### src/rtl/router_pkg.sv
`timescale 1ns/1ps
// Shared router definitions: FSM state codes, header layout and header builder.
// No logic, so no latency; no flow control.
package router_pkg;

    localparam int HDR_LEN_W  = 6;
    localparam int HDR_ADDR_W = 2;

    localparam logic [HDR_ADDR_W-1:0] ADDR_INVALID = 2'b11;

    localparam logic [2:0] ST_IDLE     = 3'd0;
    localparam logic [2:0] ST_LOAD     = 3'd1;
    localparam logic [2:0] ST_SEND_HDR = 3'd2;
    localparam logic [2:0] ST_SEND_PL  = 3'd3;
    localparam logic [2:0] ST_SEND_PAR = 3'd4;

    typedef struct packed {
        logic [HDR_LEN_W-1:0]  len;
        logic [HDR_ADDR_W-1:0] addr;
    } hdr_t;

    function automatic hdr_t build_hdr(input logic [HDR_LEN_W-1:0]  len,
                                       input logic [HDR_ADDR_W-1:0] addr);
        hdr_t h;
        h.len  = len;
        h.addr = addr;
        return h;
    endfunction

endpackage

### src/rtl/router_pkt_tx_if.sv
`timescale 1ns/1ps
// Client request/payload stream plus router-side byte bus of the packet transmitter.
// master = client/router side, slave = transmitter; busy is the router's only backpressure.
interface router_pkt_tx_if;
    import router_pkg::*;

    logic                  start;
    logic [HDR_ADDR_W-1:0] dest_addr;
    logic [HDR_LEN_W-1:0]  payload_len;
    logic [7:0]            pl_data;
    logic                  pl_valid;
    logic                  pl_ready;
    logic                  busy;
    logic [7:0]            data_in;
    logic                  pkt_valid;
    logic                  tx_active;
    logic                  done;
    logic                  req_err;
`ifdef ROUTER_PKT_TX_PARITY_INJ_EN
    logic                  inj_par_err;

    modport master (
        output start, dest_addr, payload_len, pl_data, pl_valid, busy, inj_par_err,
        input  pl_ready, data_in, pkt_valid, tx_active, done, req_err
    );
    modport slave (
        input  start, dest_addr, payload_len, pl_data, pl_valid, busy, inj_par_err,
        output pl_ready, data_in, pkt_valid, tx_active, done, req_err
    );
`else
    modport master (
        output start, dest_addr, payload_len, pl_data, pl_valid, busy,
        input  pl_ready, data_in, pkt_valid, tx_active, done, req_err
    );
    modport slave (
        input  start, dest_addr, payload_len, pl_data, pl_valid, busy,
        output pl_ready, data_in, pkt_valid, tx_active, done, req_err
    );
`endif

endinterface

### src/rtl/router_tx_buf.sv
`timescale 1ns/1ps
// Payload store: 2**AW x 8 registers, synchronous write, asynchronous (same-cycle) read.
// No flow control; the writer owns the write enable. Contents are not reset.
module router_tx_buf #(
    parameter int AW = 6
) (
    input  logic          clock,
    input  logic          we,
    input  logic [AW-1:0] waddr,
    input  logic [7:0]    wdata,
    input  logic [AW-1:0] raddr,
    output logic [7:0]    rdata
);

    logic [7:0] mem [2**AW];

    always_ff @(posedge clock) begin
        if (we) begin
            mem[waddr] <= wdata;
        end
    end

    assign rdata = mem[raddr];

endmodule

### src/rtl/router_pkt_tx.sv
`timescale 1ns/1ps
// Buffers a whole payload, then emits header/payload/parity to the router; registered outputs.
// Router busy holds every output; ROUTER_PKT_TX_PARITY_INJ_EN adds inj_par_err (parity ^ 8'h01).
module router_pkt_tx
    import router_pkg::*;
#(
    parameter int MAX_LEN = 63,
    parameter int BUF_AW  = 6
) (
    input  logic           clock,
    input  logic           resetn,
    router_pkt_tx_if.slave bus
);

    localparam logic [HDR_LEN_W-1:0] MAX_LEN_L = HDR_LEN_W'(MAX_LEN);

    logic [2:0]        state_q;
    hdr_t              hdr_q;
    logic [BUF_AW-1:0] wr_ptr;
    logic [BUF_AW-1:0] rd_ptr;
    logic [7:0]        parity_q;
    logic [7:0]        data_q;
    logic              pkt_valid_q;
    logic              done_q;
    logic              req_err_q;
    logic [7:0]        par_out;
    logic [7:0]        buf_rdata;
    logic              buf_we;
    logic              len_ok;
    logic              start_ok;
    logic [BUF_AW-1:0] len_ext;
    logic [BUF_AW-1:0] len_last;

    // A 6-bit length can never exceed a 63-byte limit, so only test the upper bound when it binds.
    if (MAX_LEN >= (2**HDR_LEN_W) - 1) begin : g_len_full
        assign len_ok = |bus.payload_len;
    end else begin : g_len_cap
        assign len_ok = (|bus.payload_len) && (bus.payload_len <= MAX_LEN_L);
    end

    assign start_ok = len_ok && (bus.dest_addr != ADDR_INVALID);
    assign len_ext  = BUF_AW'(hdr_q.len);
    assign len_last = len_ext - BUF_AW'(1);
    assign buf_we   = (state_q == ST_LOAD) && bus.pl_valid;

`ifdef ROUTER_PKT_TX_PARITY_INJ_EN
    logic inj_q;

    always_ff @(posedge clock or negedge resetn) begin
        if (!resetn) begin
            inj_q <= 1'b0;
        end else if (state_q == ST_IDLE && bus.start && start_ok) begin
            inj_q <= bus.inj_par_err;
        end
    end

    assign par_out = parity_q ^ {7'd0, inj_q};
`else
    assign par_out = parity_q;
`endif

    router_tx_buf #(
        .AW (BUF_AW)
    ) u_buf (
        .clock (clock),
        .we    (buf_we),
        .waddr (wr_ptr),
        .wdata (bus.pl_data),
        .raddr (rd_ptr),
        .rdata (buf_rdata)
    );

    always_ff @(posedge clock or negedge resetn) begin
        if (!resetn) begin
            state_q     <= ST_IDLE;
            hdr_q       <= '0;
            wr_ptr      <= '0;
            rd_ptr      <= '0;
            parity_q    <= '0;
            data_q      <= '0;
            pkt_valid_q <= 1'b0;
            done_q      <= 1'b0;
            req_err_q   <= 1'b0;
        end else begin
            done_q    <= 1'b0;
            req_err_q <= 1'b0;
            case (state_q)
                ST_IDLE: begin
                    if (bus.start) begin
                        if (start_ok) begin
                            hdr_q    <= build_hdr(bus.payload_len, bus.dest_addr);
                            parity_q <= build_hdr(bus.payload_len, bus.dest_addr);
                            wr_ptr   <= '0;
                            rd_ptr   <= '0;
                            state_q  <= ST_LOAD;
                        end else begin
                            req_err_q <= 1'b1;
                        end
                    end
                end
                ST_LOAD: begin
                    if (bus.pl_valid) begin
                        parity_q <= parity_q ^ bus.pl_data;
                        wr_ptr   <= wr_ptr + 1'b1;
                        if (wr_ptr == len_last) begin
                            data_q      <= hdr_q;
                            pkt_valid_q <= 1'b1;
                            state_q     <= ST_SEND_HDR;
                        end
                    end
                end
                ST_SEND_HDR: begin
                    // rd_ptr is still 0 here, so buf_rdata is the first payload byte
                    if (!bus.busy) begin
                        data_q  <= buf_rdata;
                        rd_ptr  <= BUF_AW'(1);
                        state_q <= ST_SEND_PL;
                    end
                end
                ST_SEND_PL: begin
                    if (!bus.busy) begin
                        if (rd_ptr == len_ext) begin
                            data_q      <= par_out;
                            pkt_valid_q <= 1'b0;
                            state_q     <= ST_SEND_PAR;
                        end else begin
                            data_q <= buf_rdata;
                            rd_ptr <= rd_ptr + 1'b1;
                        end
                    end
                end
                ST_SEND_PAR: begin
                    if (!bus.busy) begin
                        done_q  <= 1'b1;
                        data_q  <= '0;
                        state_q <= ST_IDLE;
                    end
                end
                default: begin
                    state_q <= ST_IDLE;
                end
            endcase
        end
    end

    assign bus.pl_ready  = (state_q == ST_LOAD);
    assign bus.data_in   = data_q;
    assign bus.pkt_valid = pkt_valid_q;
    assign bus.tx_active = (state_q != ST_IDLE);
    assign bus.done      = done_q;
    assign bus.req_err   = req_err_q;

endmodule

### src/flat_wrapper.sv
// flat-port wrapper written by rule: the top's interface ports become plain ports
module router_pkt_tx_flat import router_pkg::*;
#(
    parameter int MAX_LEN = 63,
    parameter int BUF_AW  = 6
)
  (clock, resetn, bus_start, bus_dest_addr, bus_payload_len, bus_pl_data, bus_pl_valid, bus_busy, bus_pl_ready, bus_data_in, bus_pkt_valid, bus_tx_active, bus_done, bus_req_err);
  router_pkt_tx_if bus_i ();
  input  logic clock;
  input  logic resetn;
  input wire logic [$bits(bus_i.start)-1:0] bus_start;
  input wire logic [$bits(bus_i.dest_addr)-1:0] bus_dest_addr;
  input wire logic [$bits(bus_i.payload_len)-1:0] bus_payload_len;
  input wire logic [$bits(bus_i.pl_data)-1:0] bus_pl_data;
  input wire logic [$bits(bus_i.pl_valid)-1:0] bus_pl_valid;
  input wire logic [$bits(bus_i.busy)-1:0] bus_busy;
  output wire logic [$bits(bus_i.pl_ready)-1:0] bus_pl_ready;
  output wire logic [$bits(bus_i.data_in)-1:0] bus_data_in;
  output wire logic [$bits(bus_i.pkt_valid)-1:0] bus_pkt_valid;
  output wire logic [$bits(bus_i.tx_active)-1:0] bus_tx_active;
  output wire logic [$bits(bus_i.done)-1:0] bus_done;
  output wire logic [$bits(bus_i.req_err)-1:0] bus_req_err;
  assign bus_i.start = bus_start;
  assign bus_i.dest_addr = bus_dest_addr;
  assign bus_i.payload_len = bus_payload_len;
  assign bus_i.pl_data = bus_pl_data;
  assign bus_i.pl_valid = bus_pl_valid;
  assign bus_i.busy = bus_busy;
  assign bus_pl_ready = bus_i.pl_ready;
  assign bus_data_in = bus_i.data_in;
  assign bus_pkt_valid = bus_i.pkt_valid;
  assign bus_tx_active = bus_i.tx_active;
  assign bus_done = bus_i.done;
  assign bus_req_err = bus_i.req_err;
  router_pkt_tx #(.MAX_LEN(MAX_LEN), .BUF_AW(BUF_AW)) u_core (.clock(clock), .resetn(resetn), .bus(bus_i));
endmodule
### config.mk
export PLATFORM = sky130hd
export DESIGN_NAME = router_pkt_tx_flat
export DESIGN_NICKNAME = d
export VERILOG_FILES = /design/src/rtl/router_pkg.sv /design/src/rtl/router_pkt_tx_if.sv /design/src/rtl/router_tx_buf.sv /design/src/rtl/router_pkt_tx.sv /design/src/flat_wrapper.sv
export SDC_FILE = /design/constraint.sdc
export NUM_CORES = 1
export LEC_CHECK = 0
export ABC_AREA = 1
export CORE_UTILIZATION = 55
export CTS_BUF_LIST = sky130_fd_sc_hd__clkbuf_4 sky130_fd_sc_hd__clkbuf_8
export CTS_CLUSTER_SIZE = 16
export DETAILED_ROUTE_END_ITERATION = 10
export GPL_TIMING_DRIVEN = 0
export HOLD_SLACK_MARGIN = 0.06
export PLACE_DENSITY = 0.71
export REMOVE_ABC_BUFFERS = 1
export SLEW_MARGIN = 20
export SYNTH_ARGS = -nofsm -noshare
export SYNTH_HDL_FRONTEND = slang
export SYNTH_SLANG_ARGS = --single-unit
### constraint.sdc
create_clock -name clock -period 3.8 [get_ports clock]
set_input_delay 0.38 -clock clock [delete_from_list [all_inputs] [get_ports clock]]
set_output_delay 0.38 -clock clock [all_outputs]
set_load 0.02 [all_outputs]
### Word-level counts from Yosys, hierarchy flattened

Memory sizes are Yosys's and may differ from the RTL's.
Cells that the tools add are included.
Widths: inputs -> output; s select.

* memories: 1
* bits of input ports: 21
* output and inout port bits: 13
* RAM bits: 512
* register bits after elaboration: 42
* logic and storage cells: 86

* eq/ne operators: 16
* mux-type cells: 40
* reductions and logical operators: 15
* bitwise logic cells: 1
* add/subtract/negate cells: 3

Memory list
* u_core.u_buf.mem: depth 64, bits a word 8, rd ports 1, clocked after memory_dff 0, write ports 1, line router_tx_buf.sv:15 `logic [7:0] mem [2**AW];`

Operators by type and width (number)
* $mux 8: 9
* $mux 6: 6
* $pmux 8 s4: 1
* $mux 3: 8
* $pmux 6 s3: 1
* $pmux 8 s2: 1
* $pmux 3 s5: 1
* $ne 2x2->1 const B: 7
* $add 6x1->6 const B: 2
* $eq 6x6->1: 2
* $pmux 6 s2: 1
* $reduce_and 6->1: 2
* $mux 1: 11
* $reduce_and 8->1: 1
* $xor 8x8->8: 1
* $eq 3x2->1 const B: 2
* $ne 2x1->1 const B: 3
* $reduce_bool 3->1: 2
* $reduce_or 6->1: 1
* $sub 6x1->6 const B: 1
* $reduce_and 5->1: 1
* $reduce_and 4->1: 1
* $reduce_bool 2->1: 2
* $reduce_bool 4->1: 1
* other kinds (6): 7

### Longest topological paths before layout

Gate-level depths: netlist of run 1.

* word-level depth: 5
* gate-level depth with buffers: 16
* depth with buffers taken out: 15

### Hierarchy

A second synthesis of run 1 with hierarchy kept.

* cells, all modules: 2188
* area, all modules: 23844.1 um2

Modules (own cells, without submodules)
* router_tx_buf: sequential area each 15374.7 um2, cells an instance 1797, instances 1, area each 21179.1 um2
* router_pkt_tx: sequential area each 1051.0 um2, cells an instance 391, instances 1, area each 2665.1 um2

### Worst setup path after synthesis of run 1

No wires, ideal clock.

* kind: flip-flop to flip-flop
* start: register u_core.state_q[1]
* end: memory u_core.u_buf.mem[0][0] (enable)
* stages on the path, launching flop included: 8
* library setup time: 0.370 ns
* slack: 1.618 ns
* buffers on the path: 0
* data required time: 3.430 ns
* clock period less this slack: 2.182 ns
* arrival time: 1.811 ns
* cells stage by stage: dfrtp_1 -> inv_2 -> nand3_2 -> inv_1 -> nand2_1 -> nor2_1 -> nand3_1 -> nor2_1

* cells in the longest elaborated chain, start to end: 4

Ends and longest elaborated chain
* start: declaration: line router_pkt_tx.sv:17 `logic [2:0] state_q;`
* start signal: assignment: line router_pkt_tx.sv:75 `state_q <= ST_IDLE;`
* start signal: assignment: line router_pkt_tx.sv:95 `state_q <= ST_LOAD;`
* start signal: assignment: line router_pkt_tx.sv:108 `state_q <= ST_SEND_HDR;`
* $eq 3x1->1
* via bus_pl_ready: line flat_wrapper.sv:17 `output wire logic [$bits(bus_i.pl_ready)-1:0] bus_pl_ready;`
* $logic_and 1x1->1: line router_pkt_tx.sv:44 `assign buf_we = (state_q == ST_LOAD) && bus.pl_valid;`
* $mux 1: line router_tx_buf.sv:18 `if (we) begin`
* $mux 1 (implied by the code): line router_tx_buf.sv:19 `mem[waddr] <= wdata;`
* end: declaration: line router_tx_buf.sv:15

The timed path passes the listed nets, and every way through them passes these cells.

### Final worst setup path of run 1

* start: register u_core.state_q[1]
* end: memory u_core.u_buf.mem[32][7] (enable)

* cells in the longest elaborated chain, start to end: 4

Ends and longest elaborated chain (line)
* $eq 3x1->1: router_pkt_tx.sv:44
* $logic_and 1x1->1: router_pkt_tx.sv:44
* $mux 1: router_tx_buf.sv:18
* $mux 1 (implied by the code): router_tx_buf.sv:19

Every way passes these cells.

==> flow_metrics.env, run 1 <==
export IMPL_outcome="completed"
export IMPL_yosys_register_bits=554
export IMPL_drtAntennaViolNets=0
export IMPL_final_min_period_over_clock_period_pct=96.79
export IMPL_cts_inserted_buffers=87
export IMPL_clock_tree_htree_level_count=3
export IMPL_post_cts_repair_setup_buffers=0
export IMPL_wire_per_inst_um=19.21
export IMPL_setup_total_negative_slack_ns=0
export IMPL_mappedNetlistArea_um2=24010
export IMPL_grt_remaining_overflow=0
export IMPL_post_synth_inst_count=2344
export IMPL_reg2reg_depth=7
export IMPL_antennaDiodeCount=0
export IMPL_clock_tree_root_driver_cell="sky130_fd_sc_hd__clkbuf_8"
export IMPL_vdd_ir_drop_worst_v=0.0003351
export IMPL_grt_antenna_before_repair=0
export IMPL_rsz_0062_raised_after_global_routing="true"
export IMPL_final_util_pct=61.59
export IMPL_synth_seq_area_share_pct=68.42
export IMPL_fill_cells=3431
export IMPL_drc=0
export IMPL_die_h_um=210.9
export IMPL_holdPathEnd="u_core.u_buf.mem[42][7]"
export IMPL_cp_max_fanout=19
export IMPL_yosys_most_used_dff="sky130_fd_sc_hd__edfxtp_1"
export IMPL_slew_at_the_pin_closest_to_its_max_slew_limit_ns=0.9391
export IMPL_cp_arrival_ns=3.95
export IMPL_die_area_um2=44490
export IMPL_vias_cell=5.477
export IMPL_placementRows=76
export IMPL_floorplan_initialDensity_pct=55.73
export IMPL_postSynth_asyncResetShare_pct=7.581
export IMPL_crit_reg2reg_launch="u_core.state_q[1]"
export IMPL_coreArea_um2=43080
export IMPL_pin_count_of_the_biggest_net_entering_global_routing=119
export IMPL_cts_sinks=554
export IMPL_clk_insertion_delay_late_ns=0.67
export IMPL_synth_warnings=0
export IMPL_grt_pass1_wl_um=88630
export IMPL_final_net_count=2394
export IMPL_setup_reg_to_reg_worst_slack_ns=0.12
export IMPL_timing_final_crit_period_ns=3.678
export IMPL_report_final_setup_viol=0
export IMPL_gp_congestion=0.9410
export IMPL_final_max_slew_violation_count=0
export IMPL_die_width_um=210.9
export IMPL_synth_cell_type_count=27
export IMPL_library_cell_with_the_highest_instance_count_after_synthesis="sky130_fd_sc_hd__nand2_1"
export IMPL_postSynthAreaPerCell_um2=10.24
export IMPL_slew_headroom_pct=37.22
export IMPL_synth_area_leader_cell="sky130_fd_sc_hd__edfxtp_1"
export IMPL_synthToLayoutAreaGrowth_pct=10.52
export IMPL_first_global_vias=15780
export IMPL_clock_skew_ns=0.03169
export IMPL_total_routed_length_um=58010
export IMPL_numPlacedInstances=2865
export IMPL_holdCritPathClass="in2reg"
export IMPL_yosys_area_top_type_share_pct=64.05
export IMPL_violation_count_after_the_first_detailed_routing_iteration=1713
export IMPL_number_of_vias_after_detailed_routing=16540
export IMPL_min_path_cells=1
export IMPL_finish_cell_count_without_fillers=3020
export IMPL_io_pin_count=34
export IMPL_crit_path_start_kind="flop"
export IMPL_cts_max_path_buffers=3
export IMPL_regToRegEndpoint="u_core.u_buf.mem[32][7]"
export IMPL_fin_hold_viols=0
export IMPL_port_buffers=33
export IMPL_max_clock_freq_mhz=271.9
export IMPL_hold_start="bus_pl_data[7]"
export IMPL_all_layer_gr_usage_pct=26.61
export IMPL_power_per_cell_area_nw_per_um2=612.9
export IMPL_drt_pass1_iter_count=5
export IMPL_drive_above_1_share_pct=7.598
export IMPL_timing_worst_setup_path_type="reg2reg"
export IMPL_max_cap_violations=0
export IMPL_critical_path_required_ns=4.07
export IMPL_ys_top_cells_by_count="sky130_fd_sc_hd__nand2_1, sky130_fd_sc_hd__edfxtp_1, sky130_fd_sc_hd__nand3_1"
export IMPL_dp_final_hpwl_um=34180
export IMPL_leakage_nw=10.52
export IMPL_cts_tree="built"
export IMPL_cts_clk_slew_worst_paths_ns=0.07
export IMPL_synth_top_cells_by_area="sky130_fd_sc_hd__edfxtp_1, sky130_fd_sc_hd__nand2_1, sky130_fd_sc_hd__nand3_1, sky130_fd_sc_hd__dfrtp_1, sky130_fd_sc_hd__inv_1"
export IMPL_count_of_flip_flops_with_a_built_in_enable_after_synthesis=512
export IMPL_endpoint_kind="flop"
[kinds of logic (layout without fill, tap and decap cells)]
kind of cell    count (synthesis)  count (layout)  synth area share, %
buf+inv                       334             425                5.811
xor+xnor                       14              14               0.5108
compound gates                117             117                2.721
fa+ha+maj                       3               3               0.1564
flops                         554             554                68.42
simple gates                 1322            1322                22.38
[area by class of cell]
class	count	area (µm²)	area share (%)
multi-input cells	1456	6197	23.36
clock inverters	32	156.4	0.5895
clock buffers	122	1504	5.668
well taps	585	732.0	2.759
flip-flops and latches	554	16430	61.94
repair buffers	49	660.6	2.490
inverters	222	847.1	3.193
[critical path, cell delays in order, from the launching register on]
cell                      delay, ns
sky130_fd_sc_hd__dfrtp_1       0.40
sky130_fd_sc_hd__inv_2         0.10
sky130_fd_sc_hd__nand3_2       0.35
sky130_fd_sc_hd__inv_1         0.36
sky130_fd_sc_hd__nand2_1       0.15
sky130_fd_sc_hd__nor2_1        0.27
sky130_fd_sc_hd__nand3_1       0.74
sky130_fd_sc_hd__nor2_1        0.91
[worst max path at each step]
stage                      startpoint                       to  slack, ns
floorplan            u_core.rd_ptr[0]         u_core.rd_ptr[0]      -5.72
global placement     u_core.rd_ptr[0]    u_core.bus.data_in[7]     -13.67
detailed placement  u_core.state_q[1]  u_core.u_buf.mem[41][1]       0.26
CTS                 u_core.state_q[1]  u_core.u_buf.mem[57][1]       0.28
global route        u_core.state_q[1]  u_core.u_buf.mem[32][6]      -0.02
finish              u_core.state_q[1]  u_core.u_buf.mem[32][7]       0.12
[layer usage]
metal / vias up / share of wire [%] / global-route usage [%]
met5: - / 0.098 / 1.001
li1: 7814 / - / -
met4: 2 / 3.4 / 11.69
met3: 142 / 9.2 / 5.709
met1: 7804 / 40 / 35.13
met2: 779 / 48 / 42.60
[repair_timing]
| item | 4_1_cts | 5_1_grt |
|---|---|---|
| endpoints found under the setup margin | 0 | 32 |
| hold buffers | 1 | 0 |
| endpoints found under the hold margin | 42 | 0 |
| gates resized for setup | 0 | 2 |
[registers in the layout (all words and copies together), names as in the netlist]
register and flops:
u_core.bus.done 1, u_core.par_out 8, u_core.rd_ptr 6, u_core.len_ext 6, u_core.state_q 3, u_core.hdr_q 2, u_core.bus.pkt_valid 1, u_core.bus.data_in 8
u_core.u_buf.mem 512, u_core.wr_ptr 6, u_core.bus.req_err 1
[power breakdown]
| group | internal [mW] | switching, mW |
|---|---|---|
| registers | 6.89 | 0.330 |
| logic | 1.31 | 2.91 |
| clock network | 2.55 | 2.27 |
| total | 10.7 | 5.51 |
[cell usage in the layout (no fill, tap or decap), types with 28 or more instances in the layout]
cell type	count
sky130_fd_sc_hd__edfxtp_1	512
sky130_fd_sc_hd__inv_1	210
sky130_fd_sc_hd__clkbuf_4	28
sky130_fd_sc_hd__o21ai_0	32
sky130_fd_sc_hd__a21oi_1	55
sky130_fd_sc_hd__nand2_1	813
sky130_fd_sc_hd__dfrtp_1	39
sky130_fd_sc_hd__nand3_1	296
sky130_fd_sc_hd__nor2_1	195
sky130_fd_sc_hd__clkbuf_8	94
[per-stage QoR]
step | area, µm² | power (mW) | hold slack [ns] | worst slack [ns]
final | 26530 | 16.26 | 0.1566 | 0.1218
after global routing | 26530 | 17.04 | 0.1421 | -0.01904
after CTS | 26520 | 16.29 | 0.1198 | 0.2775
after detailed placement | 24850 | 11.50 | 0.3161 | 0.2614
after global placement | 24510 | 11.19 | 0.4669 | -13.67
after floorplan | 23440 | 10.15 | 0.08441 | -5.718
Note: power is estimated with default switching activity, not from simulation.
==> run 2: changes to the inputs <==
--- a/config.mk
+++ b/config.mk
@@ -7,7 +7,7 @@
 export LEC_CHECK = 0
 export ABC_AREA = 1
 export CORE_UTILIZATION = 55
-export CTS_BUF_LIST = sky130_fd_sc_hd__clkbuf_4 sky130_fd_sc_hd__clkbuf_8
+export CTS_BUF_LIST = sky130_fd_sc_hd__clkbuf_8 sky130_fd_sc_hd__clkbuf_16
 export CTS_CLUSTER_SIZE = 16
 export DETAILED_ROUTE_END_ITERATION = 10
 export GPL_TIMING_DRIVEN = 0
==> constraint.sdc (replaced) <==
create_clock -name clock -period 4.56 [get_ports clock]
set_input_delay 0.456 -clock clock [delete_from_list [all_inputs] [get_ports clock]]
set_output_delay 0.456 -clock clock [all_outputs]
set_load 0.02 [all_outputs]
==> flow_metrics.env, run 2 (synthesis results as in run 1) <==
export IMPL_clock_skew_ns=0.02505
export IMPL_drt_pass1_iter_count=6
export IMPL_crit_reg2reg_launch="u_core.state_q[1]"
export IMPL_cp_max_fanout=19
export IMPL_outcome="completed"
export IMPL_cp_common_cell="sky130_fd_sc_hd__nor2_1"
export IMPL_post_route_worst_setup_slack_ns=0.9254
export IMPL_internal_power_mw=9.283
export IMPL_cts_sinks=554
export IMPL_cts_inserted_buffers=56
export IMPL_all_layer_gr_usage_pct=26.44
export IMPL_floorplan_initialDensity_pct=55.73
export IMPL_pin_count_of_the_biggest_net_entering_global_routing=119
export IMPL_max_cap_violations=0
export IMPL_grt_antenna_before_repair=0
export IMPL_crit_path_start_kind="flop"
export IMPL_cp_arrival_ns=3.88
export IMPL_dp_final_hpwl_um=34180
export IMPL_critical_path_required_ns=4.80
export IMPL_antennaDiodeCount=0
export IMPL_total_switching_power_mw=4.580
export IMPL_largest_register_ffs=512
export IMPL_crit_path_start="u_core.state_q[1]"
export IMPL_hold_start="bus_pl_data[5]"
export IMPL_clock_tree_root_driver_cell="sky130_fd_sc_hd__clkbuf_16"
export IMPL_cts_clk_slew_worst_paths_ns=0.06
export IMPL_pwr_share_comb_pct=25.3
export IMPL_synthToLayoutAreaGrowth_pct=10.94
export IMPL_port_buffers=33
export IMPL_gp_congestion=0.9410
export IMPL_cp_cell_sequence="inv_2 > nand3_2 > inv_1 > nand2_1 > nor2_1 > nand3_1 > nor2_1"
export IMPL_report_final_setup_viol=0
export IMPL_vias_cell=5.520
export IMPL_power_clock_fraction_pct=31.3
export IMPL_timing_final_crit_period_ns=3.635
export IMPL_detailedPlace_worstSlack_ns=1.021
export IMPL_setup_reg_to_reg_worst_slack_ns=0.93
export IMPL_cts_tree="built"
export IMPL_slew_at_the_pin_closest_to_its_max_slew_limit_ns=0.9162
export IMPL_die_h_um=210.9
export IMPL_final_min_period_over_clock_period_pct=79.71
export IMPL_rsz_0062_raised_after_global_routing="false"
export IMPL_max_clock_freq_mhz=275.1
export IMPL_clk_insertion_delay_late_ns=0.62
export IMPL_violation_count_after_the_first_detailed_routing_iteration=1798
export IMPL_layout_common_cells="sky130_fd_sc_hd__nand2_1, sky130_fd_sc_hd__edfxtp_1, sky130_fd_sc_hd__nand3_1"
export IMPL_slew_headroom_pct=38.74
export IMPL_timing_critical_path_slowest_cell_delay_ns=0.91
export IMPL_die_area_um2=44490
export IMPL_die_width_um=210.9
export IMPL_cts_max_path_buffers=3
export IMPL_regMostFlops="u_core.u_buf.mem"
export IMPL_power_per_cell_area_nw_per_um2=520.5
export IMPL_placementRows=76
export IMPL_leakage_nw=10.59
export IMPL_layout_commonest_cell="sky130_fd_sc_hd__nand2_1"
export IMPL_drive_above_1_share_pct=4.778
export IMPL_final_max_slew_violation_count=0
export IMPL_worst_path_max_delay_cell="sky130_fd_sc_hd__nor2_1"
export IMPL_first_global_vias=15500
export IMPL_wire_per_inst_um=19.44
export IMPL_swShare_pct=33.04
export IMPL_total_routed_length_um=57760
export IMPL_drtAntennaViolNets=0
export IMPL_drc=0
export IMPL_coreArea_um2=43080
export IMPL_final_net_count=2363
export IMPL_timing_worst_setup_path_type="reg2reg"
export IMPL_io_pin_count=34
export IMPL_finalHoldWorstSlack_ns=0.2801
export IMPL_holdCritPathClass="in2reg"
export IMPL_power_frac_seq_pct=43.4
export IMPL_vdd_ir_drop_worst_v=0.0003297
export IMPL_grt_pass1_wl_um=88480
export IMPL_endpoint_kind="flop"
export IMPL_number_of_vias_after_detailed_routing=16400
export IMPL_grt_remaining_overflow=0
export IMPL_fin_hold_viols=0
export IMPL_clock_tree_htree_level_count=2
run 2: repair_timing:
item	CTS	global route
buffers inserted	0	0
endpoints found under the hold margin	14	0
hold buffers	1	0
gates resized for setup	0	0
run 2: layer usage:
metal	vias up	share of wire, %	GRT usage (%)
li1	7742	-	-
met1	7837	41	36.70
met2	716	48	43.00
met3	106	7.9	4.014
met4	0	2.9	8.821
met5	-	0	0
run 2: final timing paths:
check | to | cells past startpoint
max | u_core.u_buf.mem[40][3] | 7
min | u_core.u_buf.mem[3][5] | 1
max reg2reg | u_core.u_buf.mem[40][3] | 7
min reg2reg | u_core.bus.pkt_valid | 2
max in group asynchronous | u_core.bus.data_in[2] | 3
min in group asynchronous | u_core.bus.data_in[7] | 2
run 2: power by group through the flow:
| stage | Clock, mW | Combinational [mW] | Sequential [mW] |
|---|---|---|---|
| 2_1_floorplan | 0 | 2.21 | 6.25 |
| 3_5_place_dp | 0 | 3.47 | 6.11 |
| 4_1_cts | 4.39 | 3.49 | 6.01 |
| 5_1_grt | 4.58 | 3.88 | 6.03 |
| 6_report | 4.34 | 3.50 | 6.02 |
| 3_3_place_gp | 0 | 3.19 | 6.40 |
run 2: through the flow:
step | util, % | instance area [µm²] | power [mW] | TNS (ns) | cells
CTS | 61.81 | 26630 | 13.88 | 0 | 2971
floorplan | - | 23440 | 8.460 | -87.82 | 2232
detailed placement | 57.69 | 24850 | 9.584 | 0 | 2865
global route | 61.82 | 26630 | 14.49 | 0 | 2971
finish | 61.82 | 26630 | 13.86 | 0 | 2971
global placement | 56.89 | 24510 | 9.591 | -227.04 | 2850
run 2: final cells by class:
type	count	area, µm²
well taps	585	732.0
clock inverters	40	229.0
repair buffers	49	660.6
flip-flops and latches	554	16430
inverters	222	847.1
clock buffers	65	1536
fillers	3376	16440
multi-input cells	1456	6192
run 2: critical path: cells and delay by family (launching register included):
family / cells / cell delay, ns
AND/OR/NAND/NOR: 5 / 2.39
buffers and inverters: 2 / 0.46
flip-flops: 1 / 0.40
==> run 3: changes to the inputs <==
==> constraint.sdc (replaced) <==
create_clock -name clock -period 3.4 [get_ports clock]
set_input_delay 0.34 -clock clock [delete_from_list [all_inputs] [get_ports clock]]
set_output_delay 0.34 -clock clock [all_outputs]
set_load 0.02 [all_outputs]
==> flow_metrics.env, run 3 (synthesis results as in run 1) <==
export IMPL_setup_total_negative_slack_ns=-3.374
export IMPL_regMostFlops="u_core.u_buf.mem"
export IMPL_cp_max_fanout=19
export IMPL_crit_reg2reg_launch="u_core.state_q[1]"
export IMPL_clock_skew_ns=0.02815
export IMPL_coreArea_um2=43080
export IMPL_critical_path_required_ns=3.64
export IMPL_holdCritPathClass="in2reg"
export IMPL_cts_max_path_buffers=3
export IMPL_report_final_setup_viol=56
export IMPL_finalHoldWorstSlack_ns=0.1642
export IMPL_layout_commonest_cell="sky130_fd_sc_hd__nand2_1"
export IMPL_total_routed_length_um=58030
export IMPL_floorplan_initialDensity_pct=55.73
export IMPL_wire_per_inst_um=19.51
export IMPL_cp_cell_sequence="inv_2 > nand3_2 > inv_1 > nand2_1 > inv_1 > nand3_1 > nor2_1"
export IMPL_first_global_vias=15500
export IMPL_grt_antenna_before_repair=0
export IMPL_die_h_um=210.9
export IMPL_largest_register_ffs=512
export IMPL_p_total_mw=18.67
export IMPL_cts_tree="built"
export IMPL_drt_pass1_iter_count=6
export IMPL_grt_remaining_overflow=0
export IMPL_drtAntennaViolNets=0
export IMPL_min_path_cells=1
export IMPL_area_used_by_multi_input_combinational_logic_um2=6310
export IMPL_timing_final_crit_period_ns=3.503
export IMPL_die_width_um=210.9
export IMPL_crit_path_start="u_core.state_q[1]"
export IMPL_power_per_cell_area_nw_per_um2=696.8
export IMPL_antennaDiodeCount=0
export IMPL_violation_count_after_the_first_detailed_routing_iteration=1860
export IMPL_timing_worst_setup_path_type="reg2reg"
export IMPL_cts_clk_slew_worst_paths_ns=0.06
export IMPL_io_pin_count=34
export IMPL_max_clock_freq_mhz=285.4
export IMPL_final_min_period_over_clock_period_pct=103.0
export IMPL_slew_headroom_pct=39.10
export IMPL_placementRows=76
export IMPL_clock_tree_root_driver_cell="sky130_fd_sc_hd__clkbuf_16"
export IMPL_outcome="finished with violations"
export IMPL_drive_above_1_share_pct=6.781
export IMPL_crit_path_start_kind="flop"
export IMPL_post_route_worst_setup_slack_ns=-0.1033
export IMPL_ff_latch_area_um2=16430
export IMPL_hold_start="bus_pl_data[5]"
export IMPL_clk_insertion_delay_late_ns=0.62
export IMPL_endpoint_kind="flop"
export IMPL_port_buffers=33
export IMPL_final_util_pct=62.21
export IMPL_vdd_ir_drop_worst_v=0.0004456
export IMPL_violations_in_the_final_reports="setup timing"
export IMPL_fill_cells=3354
export IMPL_dp_final_hpwl_um=34180
export IMPL_cp_common_cell="sky130_fd_sc_hd__inv_1"
export IMPL_cts_inserted_buffers=56
export IMPL_cts_sinks=554
export IMPL_gp_congestion=0.9410
export IMPL_fin_hold_viols=0
export IMPL_pin_count_of_the_biggest_net_entering_global_routing=119
export IMPL_clock_tree_htree_level_count=2
export IMPL_number_of_vias_after_detailed_routing=16490
export IMPL_drc=0
export IMPL_timing_critical_path_slowest_cell_delay_ns=0.92
export IMPL_vias_cell=5.544
export IMPL_die_area_um2=44490
export IMPL_cp_arrival_ns=3.75
export IMPL_detailedPlace_worstSlack_ns=-0.1386
export IMPL_final_net_count=2366
export IMPL_rsz_0062_raised_after_global_routing="true"
export IMPL_worst_path_max_delay_cell="sky130_fd_sc_hd__nor2_1"
export IMPL_slew_at_the_pin_closest_to_its_max_slew_limit_ns=0.9110
export IMPL_all_layer_gr_usage_pct=26.43
export IMPL_synthToLayoutAreaGrowth_pct=11.63
export IMPL_max_cap_violations=0
export IMPL_leakage_nw=10.61
export IMPL_grt_pass1_wl_um=88460
export IMPL_final_max_slew_violation_count=0
export IMPL_layout_common_cells="sky130_fd_sc_hd__nand2_1, sky130_fd_sc_hd__edfxtp_1, sky130_fd_sc_hd__nand3_1"
export IMPL_reg2reg_depth=7
[run 3: path summary, 6_finish.rpt]
check | slack (ns) | to
max | -0.10 | u_core.u_buf.mem[43][0]
min | 0.16 | u_core.u_buf.mem[3][5]
max reg2reg | -0.10 | u_core.u_buf.mem[43][0]
min reg2reg | 0.50 | u_core.bus.pkt_valid
max in group asynchronous | 2.70 | u_core.bus.data_in[2]
min in group asynchronous | 0.19 | u_core.bus.data_in[7]
[run 3: critical path: cells and delay by family (launching register included)]
kind	cells	cell delay, ns
buf+inv	3	0.63
flops	1	0.40
simple gates	4	2.09
[run 3: final cells by class]
cell class	instances	share of cell area [%]
Clock buffer	65	5.734
Sequential cell	554	61.33
Tap cell	585	2.731
Inverter	222	3.180
Clock inverter	40	0.8545
Multi-Input combinational cell	1456	23.55
Timing Repair Buffer	52	2.624
[run 3: what timing repair did]
item,CTS,global route
gates cloned,0,0
setup buffers,0,3
endpoints found under the setup margin,120,358
hold buffers,1,0
resized for setup,5,42
endpoints found under the hold margin,42,0
[run 3: power by group]
| group | switching [mW] | leakage, nW | total [mW] | internal (mW) |
|---|---|---|---|---|
| registers | 0.353 | 5.12 | 8.05 | 7.70 |
| logic | 3.30 | 4.53 | 4.79 | 1.49 |
| clock network | 2.54 | 0.968 | 5.83 | 3.29 |
| total | 6.19 | 10.6 | 18.7 | 12.5 |
[run 3: per-stage QoR]
stage / cell area (µm²) / instances
final: 26800 / 2974
after global routing: 26800 / 2974
after CTS: 26640 / 2971
after detailed placement: 24850 / 2865
after global placement: 24510 / 2850
after floorplan: 23440 / 2232
[run 3: metal layers]
layer  wire length (µm)  GRT usage, %  vias up
li1                   -             -     7757
met3               4339         4.074      106
met1              24130         36.55     7943
met5                  0             0        -
met2              27860         42.98      682
met4               1695         9.020        0
